## src/rtl/pulse_pair_meter_pkg.sv

```systemverilog
// Shared definitions for pulse_pair_meter: measurement FSM states and result flag bit positions.
package pulse_pair_meter_pkg;

    typedef enum logic {
        StIdle,
        StMeasure
    } state_e;

    localparam int unsigned FlagOverflow = 0;
    localparam int unsigned FlagYMissing = 1;
    localparam int unsigned FlagLost     = 2;

endpackage

```

## src/rtl/pulse_pair_meter_edge_detect.sv

```systemverilog
// Registered previous-sample edge detector for one pulse input.
// PULSE_METER_SYNC_EN adds a 2-flop synchronizer ahead of the edge detector.
module pulse_pair_meter_edge_detect (
    input  logic sysclk,
    input  logic reset,
    input  logic pulse,
    output logic rise,
    output logic fall
);

    logic cur;
    logic prev_q;

`ifdef PULSE_METER_SYNC_EN
    logic [1:0] sync_q;

    always_ff @(posedge sysclk) begin
        if (reset) begin
            sync_q <= 2'b00;
        end else begin
            sync_q <= {sync_q[0], pulse};
        end
    end

    assign cur = sync_q[1];
`else
    assign cur = pulse;
`endif

    always_ff @(posedge sysclk) begin
        if (reset) begin
            prev_q <= 1'b0;
        end else begin
            prev_q <= cur;
        end
    end

    assign rise = cur & ~prev_q;
    assign fall = ~cur & prev_q;

endmodule

```

## src/rtl/pulse_pair_meter.sv

```systemverilog
// Measures X period, X high time and X-rise to Y-rise delay per X cycle; results on valid/ready.
// PULSE_METER_SYNC_EN (in the edge detectors) synchronizes pulse_x/pulse_y for unrelated clocks.
module pulse_pair_meter
    import pulse_pair_meter_pkg::*;
#(
    parameter int unsigned CNT_W = 16
) (
    input  logic             sysclk,
    input  logic             reset,
    input  logic             pulse_x,
    input  logic             pulse_y,
    input  logic             meas_ready,
    output logic             meas_valid,
    output logic [CNT_W-1:0] period_x,
    output logic [CNT_W-1:0] high_x,
    output logic [CNT_W-1:0] delay_xy,
    output logic [2:0]       flags
);

    localparam logic [CNT_W-1:0] CntMax = '1;
    localparam logic [CNT_W-1:0] CntOne = CNT_W'(1);

    logic x_rise, x_fall, y_rise, y_fall;
    logic unused_y_fall;

    state_e           state_q;
    logic [CNT_W-1:0] cnt_q, high_q, delay_q;
    logic             seen_fall_q, seen_y_q, lost_q;

    logic             overflow, emit, y_hit;
    logic [CNT_W-1:0] res_high, res_delay;
    logic [2:0]       res_flags;

    pulse_pair_meter_edge_detect u_edge_x (
        .sysclk (sysclk),
        .reset  (reset),
        .pulse  (pulse_x),
        .rise   (x_rise),
        .fall   (x_fall)
    );

    pulse_pair_meter_edge_detect u_edge_y (
        .sysclk (sysclk),
        .reset  (reset),
        .pulse  (pulse_y),
        .rise   (y_rise),
        .fall   (y_fall)
    );

    assign unused_y_fall = y_fall;

    // An X fall or first Y rise on the overflow cycle still counts toward that result.
    always_comb begin
        overflow  = (state_q == StMeasure) && !x_rise && (cnt_q == CntMax);
        emit      = (state_q == StMeasure) && (x_rise || overflow);
        y_hit     = seen_y_q || (overflow && y_rise);
        res_high  = seen_fall_q ? high_q : cnt_q;
        res_delay = seen_y_q ? delay_q : (y_hit ? cnt_q : CntMax);
        res_flags               = '0;
        res_flags[FlagOverflow] = overflow;
        res_flags[FlagYMissing] = !y_hit;
        res_flags[FlagLost]     = lost_q;
    end

    always_ff @(posedge sysclk) begin
        if (reset) begin
            state_q     <= StIdle;
            cnt_q       <= '0;
            high_q      <= '0;
            delay_q     <= '0;
            seen_fall_q <= 1'b0;
            seen_y_q    <= 1'b0;
            lost_q      <= 1'b0;
            meas_valid  <= 1'b0;
            period_x    <= '0;
            high_x      <= '0;
            delay_xy    <= '0;
            flags       <= '0;
        end else begin
            if (meas_valid && meas_ready) begin
                meas_valid <= 1'b0;
            end
            // A result arriving while the previous one is still unconsumed is dropped.
            if (emit) begin
                if (!meas_valid || meas_ready) begin
                    meas_valid <= 1'b1;
                    period_x   <= cnt_q;
                    high_x     <= res_high;
                    delay_xy   <= res_delay;
                    flags      <= res_flags;
                    lost_q     <= 1'b0;
                end else begin
                    lost_q <= 1'b1;
                end
            end

            if (x_rise) begin
                state_q     <= StMeasure;
                cnt_q       <= CntOne;
                seen_fall_q <= 1'b0;
                seen_y_q    <= y_rise;
                delay_q     <= '0;
            end else if (state_q == StMeasure) begin
                if (overflow) begin
                    state_q <= StIdle;
                end else begin
                    cnt_q <= cnt_q + CntOne;
                    if (x_fall) begin
                        high_q      <= cnt_q;
                        seen_fall_q <= 1'b1;
                    end
                    if (y_rise && !seen_y_q) begin
                        delay_q  <= cnt_q;
                        seen_y_q <= 1'b1;
                    end
                end
            end
        end
    end

endmodule

```

## config.mk

```make
export PLATFORM = sky130hd
export DESIGN_NAME = pulse_pair_meter
export DESIGN_NICKNAME = d
export VERILOG_FILES = /design/src/rtl/pulse_pair_meter_pkg.sv /design/src/rtl/pulse_pair_meter_edge_detect.sv /design/src/rtl/pulse_pair_meter.sv
export SDC_FILE = /design/constraint.sdc
export NUM_CORES = 1
export LEC_CHECK = 0
export CAP_MARGIN = 20
export CORE_ASPECT_RATIO = 0.8
export CORE_UTILIZATION = 30
export CTS_CLUSTER_SIZE = 40
export DETAILED_ROUTE_END_ITERATION = 8
export GPL_TIMING_DRIVEN = 0
export PLACE_DENSITY = 0.55
export SLEW_MARGIN = 20
export SYNTH_ARGS = -nofsm -noshare
export SYNTH_HDL_FRONTEND = slang
export SYNTH_HIERARCHICAL = 1
export SYNTH_SLANG_ARGS = --single-unit
export TNS_END_PERCENT = 10
```

## constraint.sdc

```tcl
create_clock -name sysclk -period 5.59 [get_ports sysclk]
set_clock_uncertainty 0.1 [all_clocks]
set_input_delay 0.559 -clock sysclk [delete_from_list [all_inputs] [get_ports sysclk]]
set_output_delay 0.559 -clock sysclk [all_outputs]
set_load 0.02 [all_outputs]
```

==> impl_metrics.env, run 1 <==
export IMPL_post_cts_buffers=0
export IMPL_htreeDepth=3
export IMPL_maxSlewHeadroom_pct=42.15
export IMPL_fin_util_pct=38.17
export IMPL_end_kind="register"
export IMPL_r2r_slack_ns=2.82
export IMPL_whs_ns=0.3637
export IMPL_grt_pass1_wl_mm=20.98
export IMPL_syn_inst=527
export IMPL_grt_max_degree=17
export IMPL_p_seq_share_pct=49.3
export IMPL_period_needed_ns=2.965
export IMPL_place_gp_congestion=0.8542
export IMPL_wl_per_cell_microns=15.71
export IMPL_swShare_pct=23.19
export IMPL_die_w_microns=145.5
export IMPL_syn_num_nets=533
export IMPL_core_sq_um=15950
export IMPL_cp_arrival_ns=3.10
export IMPL_stdcell_area_sq_um=6090
export IMPL_drt_iter0_drc=235
export IMPL_pwr_share_comb_pct=8.2
export IMPL_place_area_sq_um=5774
export IMPL_port_buffers=56
export IMPL_clk_latency_ns=0.35
export IMPL_fin_cells=814
export IMPL_cts_tree="yes"
export IMPL_clkSlewWorstSetupHoldPaths_ns=0.07
export IMPL_fin_nets=600
export IMPL_hold_buffers=0
export IMPL_hold_end="delay_q[8]$_SDFFE_PP0P_"
export IMPL_setup_viol=0
export IMPL_cts_resized=0
export IMPL_drv_slew=0
export IMPL_power_per_cell_area_nw_per_um2=257.1
export IMPL_ff_latch_area_sq_um=2122
export IMPL_grtUsageTotal_pct=15.96
export IMPL_dp_cells=798
export IMPL_diodes=0
export IMPL_grt_pass1_vias=3902
export IMPL_tightest_slew_ns=0.8678
export IMPL_critPathLaunchType="input pin"
export IMPL_met1_length_mm=6.499
export IMPL_synth_area_sq_um=4945
export IMPL_post_dp_hpwl_mm=9.583
export IMPL_status="complete, no violations"
export IMPL_min_path_type="register to register"
export IMPL_syn_avg_cell_area_sq_um=9.383
export IMPL_ys_warn_count=6
export IMPL_r2r_worst_path_cells=6
export IMPL_top_layer="met4"
export IMPL_crit_required_ns=5.73
export IMPL_drive_above_1_share_pct=6.678
export IMPL_rsz0062_at_grt="no"
export IMPL_fillers=1604
export IMPL_die_h_microns=116.8
export IMPL_antenna_left=0
export IMPL_dieArea_sq_um=17000
export IMPL_num_rows=41
export IMPL_r2r_end="high_x[12]$_SDFFE_PP0P_"
export IMPL_maxCapViolCount=0
export IMPL_areaGrowthSynthToFinish_pct=23.15
export IMPL_finalHoldViolCount=0
export IMPL_ioPinCount=57
export IMPL_cts_buffer_depth=2
export IMPL_drt_total_wl_mm=12.79
export IMPL_cts_buffers=9
export IMPL_power_switching_w=0.0003631
export IMPL_p_int_w=0.001203
export IMPL_root_buffer="clkbuf_16"
export IMPL_rr_startpoint="cnt_q[1]$_SDFFE_PP0P_"
export IMPL_min_delay_path_depth=2
export IMPL_clkPwrFrac_pct=42.5
export IMPL_ir_drop_mv=0.1483
export IMPL_wl_met3_microns=709
export IMPL_multi_input_area_sq_um=2569
export IMPL_power_leakage_nw=2.217
export IMPL_vias=3844
export IMPL_path_max_fanout=10
export IMPL_gr_total_overflow=0
export IMPL_wl_met2_mm=5.401
export IMPL_drc=0
export IMPL_min_from="delay_q[8]$_SDFFE_PP0P_"
export IMPL_via_per_inst=4.722
export IMPL_fmax_mhz=337.3
export IMPL_clkSinkCount=106
export IMPL_crit_type="input pin to register"
export IMPL_antenna_found_initial=0
export IMPL_fin_crit_sh_pct=53.03
export IMPL_tns_ns=0
export IMPL_drtPass1Iterations=4
export IMPL_initial_utilization_pct=30.99
-- power groups by stage --
stage | Combinational [W] | Clock [W] | Sequential [W]
final | 0.000128 | 0.000665 | 0.000772
after global routing | 0.000140 | 0.000712 | 0.000774
after CTS | 0.000129 | 0.000684 | 0.000772
after detailed placement | 0.000129 | 0 | 0.000790
after global placement | 0.000127 | 0 | 0.000790
after floorplan | 0.0000735 | 0 | 0.000799
-- registers in the layout, indices dropped and copies added, names as in the netlist --
register	count
u_edge_y/prev_q	1
seen_y_q	1
high_q	16
flags	3
u_edge_x/prev_q	1
seen_fall_q	1
meas_valid	1
high_x	16
cnt_q	16
period_x	16
delay_q	16
lost_q	1
delay_xy	16
state_q	1
-- worst max path at each step --
stage | startpoint | endpoint | cells after the start
floorplan | pulse_x | high_x[10]$_SDFFE_PP0P_ | 7
global placement | reset | high_x[15]$_SDFFE_PP0P_ | 6
detailed placement | pulse_x | high_x[12]$_SDFFE_PP0P_ | 8
CTS | pulse_x | high_x[12]$_SDFFE_PP0P_ | 8
global route | pulse_x | high_x[13]$_SDFFE_PP0P_ | 8
finish | pulse_x | high_x[12]$_SDFFE_PP0P_ | 8
-- critical path, stage by stage --
cell and delay (ns):
clkdlybuf4s50_1 0.44, nor2b_1 0.14, clkbuf_1 0.19, nand3b_1 0.29, nor4_4 0.49, a31oi_4 0.37, buf_6 0.28, mux2_1 0.32
-- layout by cell type, fill, tap and decap left out, types with 2 or more instances in the layout --
cell type,instances
a31oi_1,4
a21oi_1,27
clkinv_2,2
nand3_1,12
clkbuf_1,29
nand2b_1,54
a211oi_1,4
clkbuf_16,9
nor2b_1,35
inv_1,18
or3_1,6
a21o_1,2
o211ai_1,2
mux2_1,25
buf_6,3
o21ai_0,5
or2_2,3
mux2i_1,73
and2_0,2
clkbuf_8,3
o41ai_1,3
nor4_1,2
nand2_1,43
nor2_1,22
o31ai_1,4
or4_1,4
buf_2,7
and3_1,2
nor3_1,4
dfxtp_1,106
mux2_2,5
clkdlybuf4s50_1,56
and4_1,3
-- area by class of cell --
type                            instances  area share (%)
Inverter                               18           1.110
Multi-Input combinational cell        362           42.18
Clock inverter                          4          0.8013
Buffer                                 41           3.061
Tap cell                              215           4.418
Sequential cell                       106           34.85
Timing Repair Buffer                   56           9.205
Clock buffer                           12           4.376
-- metrics by stage --
stage                     power (W)  setup WS [ns]
final                      0.001566          2.625
after global routing       0.001625          2.455
after CTS                  0.001586          2.649
after detailed placement  0.0009186          2.279
after global placement    0.0009169          2.319
after floorplan           0.0008721          3.253
-- metal layers --
layer / vias to the layer above / track usage [%]
met5: - / 0
met4: 0 / 4.281
met3: 13 / 3.450
met2: 105 / 24.78
met1: 1791 / 22.44
li1: 1935 / -
No activity file was read; power rests on OpenSTA's default activity.
==> run 2: changes to the inputs <==
--- a/config.mk
+++ b/config.mk
@@ -11,7 +11,7 @@
 export CTS_CLUSTER_SIZE = 40
 export DETAILED_ROUTE_END_ITERATION = 8
 export GPL_TIMING_DRIVEN = 0
-export PLACE_DENSITY = 0.55
+export PLACE_DENSITY = 0.57
 export SLEW_MARGIN = 20
 export SYNTH_ARGS = -nofsm -noshare
 export SYNTH_HDL_FRONTEND = slang
==> constraint.sdc (replaced) <==
create_clock -name sysclk -period 2.55 [get_ports sysclk]
set_clock_uncertainty 0.1 [all_clocks]
set_input_delay 0.255 -clock sysclk [delete_from_list [all_inputs] [get_ports sysclk]]
set_output_delay 0.255 -clock sysclk [all_outputs]
set_load 0.02 [all_outputs]
==> run 2 against run 1 <==
Against the previous run:
- via count rose by 3.4%
- clock power rose by 120%
- global-route usage barely moved
- largest cell class unchanged
==> impl_metrics.env, run 2 (synthesis results as in run 1) <==
export IMPL_cts_tree="yes"
export IMPL_dp_cells=798
export IMPL_wl_met2_mm=5.646
export IMPL_ioPinCount=57
export IMPL_num_rows=41
export IMPL_met1_length_mm=6.434
export IMPL_antenna_left=0
export IMPL_drc=0
export IMPL_antenna_found_initial=0
export IMPL_crit_slowest_cell="clkdlybuf4s50_1"
export IMPL_fmax_mhz=413.9
export IMPL_crit_top_cell="clkbuf_1"
export IMPL_crit_required_ns=2.69
export IMPL_fin_cells=815
export IMPL_htreeDepth=3
export IMPL_vias=3974
export IMPL_die_h_microns=116.8
export IMPL_maxCapViolCount=0
export IMPL_top_layer="met4"
export IMPL_maxSlewHeadroom_pct=38.06
export IMPL_tightest_slew_ns=0.9291
export IMPL_power_per_cell_area_nw_per_um2=557.8
export IMPL_power_leakage_nw=2.223
export IMPL_setup_viol=0
export IMPL_die_w_microns=145.5
export IMPL_root_buffer="clkbuf_16"
export IMPL_cts_buffer_depth=2
export IMPL_grt_pass1_wl_mm=21.07
export IMPL_drive_above_1_share_pct=7.667
export IMPL_cpPeakStageDelay_ns=0.58
export IMPL_post_dp_hpwl_mm=9.669
export IMPL_port_buffers=56
export IMPL_cts_buffers=9
export IMPL_finalHoldViolCount=0
export IMPL_critPathLaunchType="input pin"
export IMPL_whs_ns=0.3634
export IMPL_drtPass1Iterations=4
export IMPL_period_needed_ns=2.416
export IMPL_diodes=0
export IMPL_drt_iter0_drc=222
export IMPL_grt_pass1_vias=4048
export IMPL_ir_drop_mv=0.3359
export IMPL_drv_slew=0
export IMPL_wl_met3_microns=662
export IMPL_final_cell_mix="dfxtp_1 (104), mux2i_1 (73), clkdlybuf4s50_1 (56)"
export IMPL_end_kind="register"
export IMPL_path_max_fanout=10
export IMPL_dieArea_sq_um=17000
export IMPL_critical_path_top_delay_family="buffers and inverters"
export IMPL_via_per_inst=4.876
export IMPL_crit_type="input pin to register"
export IMPL_grt_max_degree=17
export IMPL_grtUsageTotal_pct=15.93
export IMPL_crit_chain="clkdlybuf4s50_1, clkbuf_1, clkbuf_1, clkbuf_1, nor2_1, mux2_1"
export IMPL_final_common_cell="dfxtp_1"
export IMPL_place_gp_congestion=0.8744
export IMPL_clkSlewWorstSetupHoldPaths_ns=0.07
export IMPL_rsz0062_at_grt="yes"
export IMPL_areaGrowthSynthToFinish_pct=23.48
export IMPL_initial_utilization_pct=30.99
export IMPL_wl_per_cell_microns=15.84
export IMPL_gr_total_overflow=0
export IMPL_drt_total_wl_mm=12.91
export IMPL_cp_arrival_ns=2.55
export IMPL_critPathBufInv=4
export IMPL_core_sq_um=15950
export IMPL_hold_buffers=0
export IMPL_preCtsSetupSlack_ns=-0.4013
export IMPL_clkSinkCount=106
export IMPL_fin_crit_sh_pct=94.76
export IMPL_tns_ns=0
export IMPL_fin_ws_ns=0.1337
export IMPL_fin_nets=601
export IMPL_status="complete, no violations"
export IMPL_min_path_type="register to register"
export IMPL_clk_latency_ns=0.35
==> run 2: cell type report <==
cell class                      count  area, sq um
Multi-Input combinational cell    362         2577
Timing Repair Buffer               58        575.6
Clock inverter                      4        48.80
Sequential cell                   106         2125
Fill cell                        1575         9848
Clock buffer                       12        256.5
Buffer                             40        186.4
Inverter                           18        67.56
Tap cell                          215        269.0
==> run 2: worst register-to-register path: stages, from the launching register on <==
cell	delay [ns]
dfxtp_1	0.50
and4_1	0.24
clkbuf_1	0.26
and2_0	0.17
clkbuf_1	0.24
buf_2	0.30
a21oi_1	0.10
buf_2	0.21
mux2i_1	0.16
==> run 2: routing by layer <==
layer	global-route usage, %	vias to the layer above
li1	-	1946
met1	21.53	1906
met2	25.83	106
met3	3.372	16
met4	4.561	0
met5	0	-
==> run 2: final timing paths <==
check,slack (ns),depth (start not counted),from,endpoint
setup reg to reg,0.16,8,cnt_q[3]$_SDFFE_PP0P_,delay_q[13]$_SDFFE_PP0P_
hold reg to reg,0.36,2,delay_q[0]$_SDFFE_PP0P_,delay_q[0]$_SDFFE_PP0P_
hold / removal,0.36,2,delay_q[0]$_SDFFE_PP0P_,delay_q[0]$_SDFFE_PP0P_
setup / recovery,0.13,6,reset,high_x[14]$_SDFFE_PP0P_
==> run 2: metrics by stage <==
stage / power, W / util (%) / area (sq um)
floorplan: 0.001912 / - / 4945
global placement: 0.002008 / 36.19 / 5774
detailed placement: 0.002013 / 36.19 / 5774
CTS: 0.003458 / 38.16 / 6088
global route: 0.003538 / 38.27 / 6106
finish: 0.003406 / 38.27 / 6106
==> run 2: where the power goes <==
group | total, W | leakage, nW | switching, W | internal (W)
Sequential | 0.00169 | 0.858 | 0.0000149 | 0.00168
Combinational | 0.000280 | 1.21 | 0.000163 | 0.000117
Clock | 0.00143 | 0.153 | 0.000615 | 0.000816
==> run 2: what timing repair did <==
item	4_1_cts	5_1_grt
endpoints found under the hold margin	0	0
pin swaps	1	2
buffers inserted	1	1
setup endpoints to repair	56	57
gates resized for setup	1	5
==> RTL edit (config.mk and constraints of run 1) <==
Change the parameter `CNT_W` from 16 to 12.
--- a/src/rtl/pulse_pair_meter.sv
+++ b/src/rtl/pulse_pair_meter.sv
@@ -3,7 +3,7 @@
 module pulse_pair_meter
     import pulse_pair_meter_pkg::*;
 #(
-    parameter int unsigned CNT_W = 16
+    parameter int unsigned CNT_W = 12
 ) (
     input  logic             sysclk,
     input  logic             reset,
Interface: changed (resized delay_xy, high_x and period_x); port bits go from 57 to 45. No check against the original RTL was run, so the function may have changed too.
==> RTL edit against run 1 <==
  * Worst setup slack gained 0.37 ns
  * Die area shrank 27%
  * Total power is 16% lower
  * Count of clock-buffer cells in the layout decreased by 2
  * Synthesized cell count is 24% lower
  * Cell area fell by 26%
  * Sequential share of layout area up 1.7 points
  * Sequential cell count down 24
  * Routed wire length fell by 21%
  * Final cell count shrank 26%
  * Register-to-register slack better by 0.53 ns
  * Global-route usage is 1.5 points higher
  * Synthesized area is 28% lower
==> RTL edit: results (changes against run 1) <==
CTS
  – Cts bufs inserted: 9 (unchanged)
  – CTS resizes: 0 (unchanged)
  – Max clock buf depth: 2 (unchanged)
  – Post CTS Setup Buffer Count: 0 (unchanged)
  – Hold Buf Count CTS: 0 (unchanged)
  – Clock transition at path regs: 0.06 ns
  – H-tree levels: 3 (unchanged)
  – Worst-skew pair later-pin latency: 0.34 ns

Hold path
  – Hold EP: delay_q[3] (was delay_q[8])
  – Hold Crit Start: delay_q[3] (was delay_q[8])

Detailed routing
  – Metal-1 WL: 4854 microns (was 6499 microns)
  – Vias per inst: 5.190 (was 4.722)
  – Highest metal used: met4 (unchanged)
  – WL/cell: 16.61 microns (was 15.71 microns)
  – WL met3: 601 microns (was 709 microns)
  – Met2 wire length: 4519 microns (was 5401 microns)
  – Drt total wl: 10,050 microns (was 12,790 microns)
  – First-iteration detailed-routing DRC count: 196 (was 235)

Pwr
  – P_clk: 0.578 mW (was 0.665 mW)
  – Switch Pwr: 0.3260 mW (was 0.3631 mW)
  – Pwr top: sequential cells (unchanged)
  – Logic gate share of total power: 0.098 (was 0.082)
  – Worst vdd ir: 0.1380 mV (was 0.1483 mV)
  – Leak Pwr: 1.441 nW (was 2.217 nW)

Critical path
  – CP max stage cell: clkdlybuf4s50_1 (was nor4_4)
  – R2R setup slack: 3.35 ns (was 2.82 ns)
  – CP max stage delay: 0.49 ns (about the same)
  – Reg2Reg Launch Point: cnt_q[3] (was cnt_q[1])
  – CP arrival: 2.74 ns (was 3.10 ns)
  – Reg-to-Reg End: delay_xy[11] (was high_x[12])
  – CP top delay family: buffers and inverters (was simple AND/OR/NAND/NOR gates)

Placement
  – Port Buffers: 44 (was 56)
  – Final HPWL DP: 7093 microns (was 9583 microns)
  – Placer's final routability congestion estimate: 0.8588 (was 0.8542)
  – Placed cells: 590 (was 798)
  – Post-placement cell area: 4205 sq um (was 5774 sq um)
  – Post-place setup slack: 2.674 ns (was 2.279 ns)

GRT
  – Number of global-route vias before repair: 3,006 (was 3,902)
  – Met2 Use GR: 0.2673 (was 0.2478)
  – Antenna violations before repair: 0 (unchanged)
  – GRT Resource Usage Total: 0.1750 (was 0.1596)
  – Largest net degree at the start of global routing: 14 (was 17)
  – Met1 capacity usage during global routing: 0.2389 (was 0.2244)
  – M3 GR Usage: 0.04530 (was 0.03450)
  – First-pass GRT wire length: 16,050 microns (was 20,980 microns)

Synthesis
  – Net count after synthesis: 404 (was 533)
  – Syn_area_per_cell: 8.994 sq um (was 9.383 sq um)
  – Yosys warnings: 6 (unchanged)

Status
  – Outcome: finished clean (unchanged)

Cells and area
  – Final-stage net count: 459 (was 600)
  – Fraction of layout instances using a drive strength above 1: 0.1007 (was 0.06678)
  – ANT cells: 0 (unchanged)

Timing
  – Slew HR: 0.4615 (was 0.4215)
  – Worst hold slack: 0.3714 ns (was 0.3637 ns)
## RTL edit: worst max path at each step
stage | start | end | slack (ns) | depth (start not counted)
finish | pulse_x | delay_xy[11] | 2.99 | 8
global route | pulse_x | period_x[1] | 2.89 | 8
CTS | pulse_x | delay_xy[11] | 3.03 | 8
detailed placement | pulse_x | delay_xy[11] | 2.67 | 8
global placement | pulse_x | delay_xy[11] | 2.72 | 8
floorplan | pulse_x | cnt_q[6] | 3.51 | 6
## RTL edit: worst register-to-register path: stages (launching register included)
cell and delay [ns]:
dfxtp_1 0.30, buf_2 0.29, nand4_4 0.24, o31ai_4 0.60, buf_4 0.29, a21oi_1 0.08
a311oi_1 0.25
## RTL edit: final cells by class
cell class,instances,area (sq um)
Multi-Input combinational cell,259,1682
Inverter,14,52.55
Clock inverter,5,56.30
Buffer,43,203.9
Sequential cell,82,1642
Tap cell,148,185.2
Timing Repair Buffer,44,440.4
Fill cell,1177,7071
Clock buffer,10,229.0
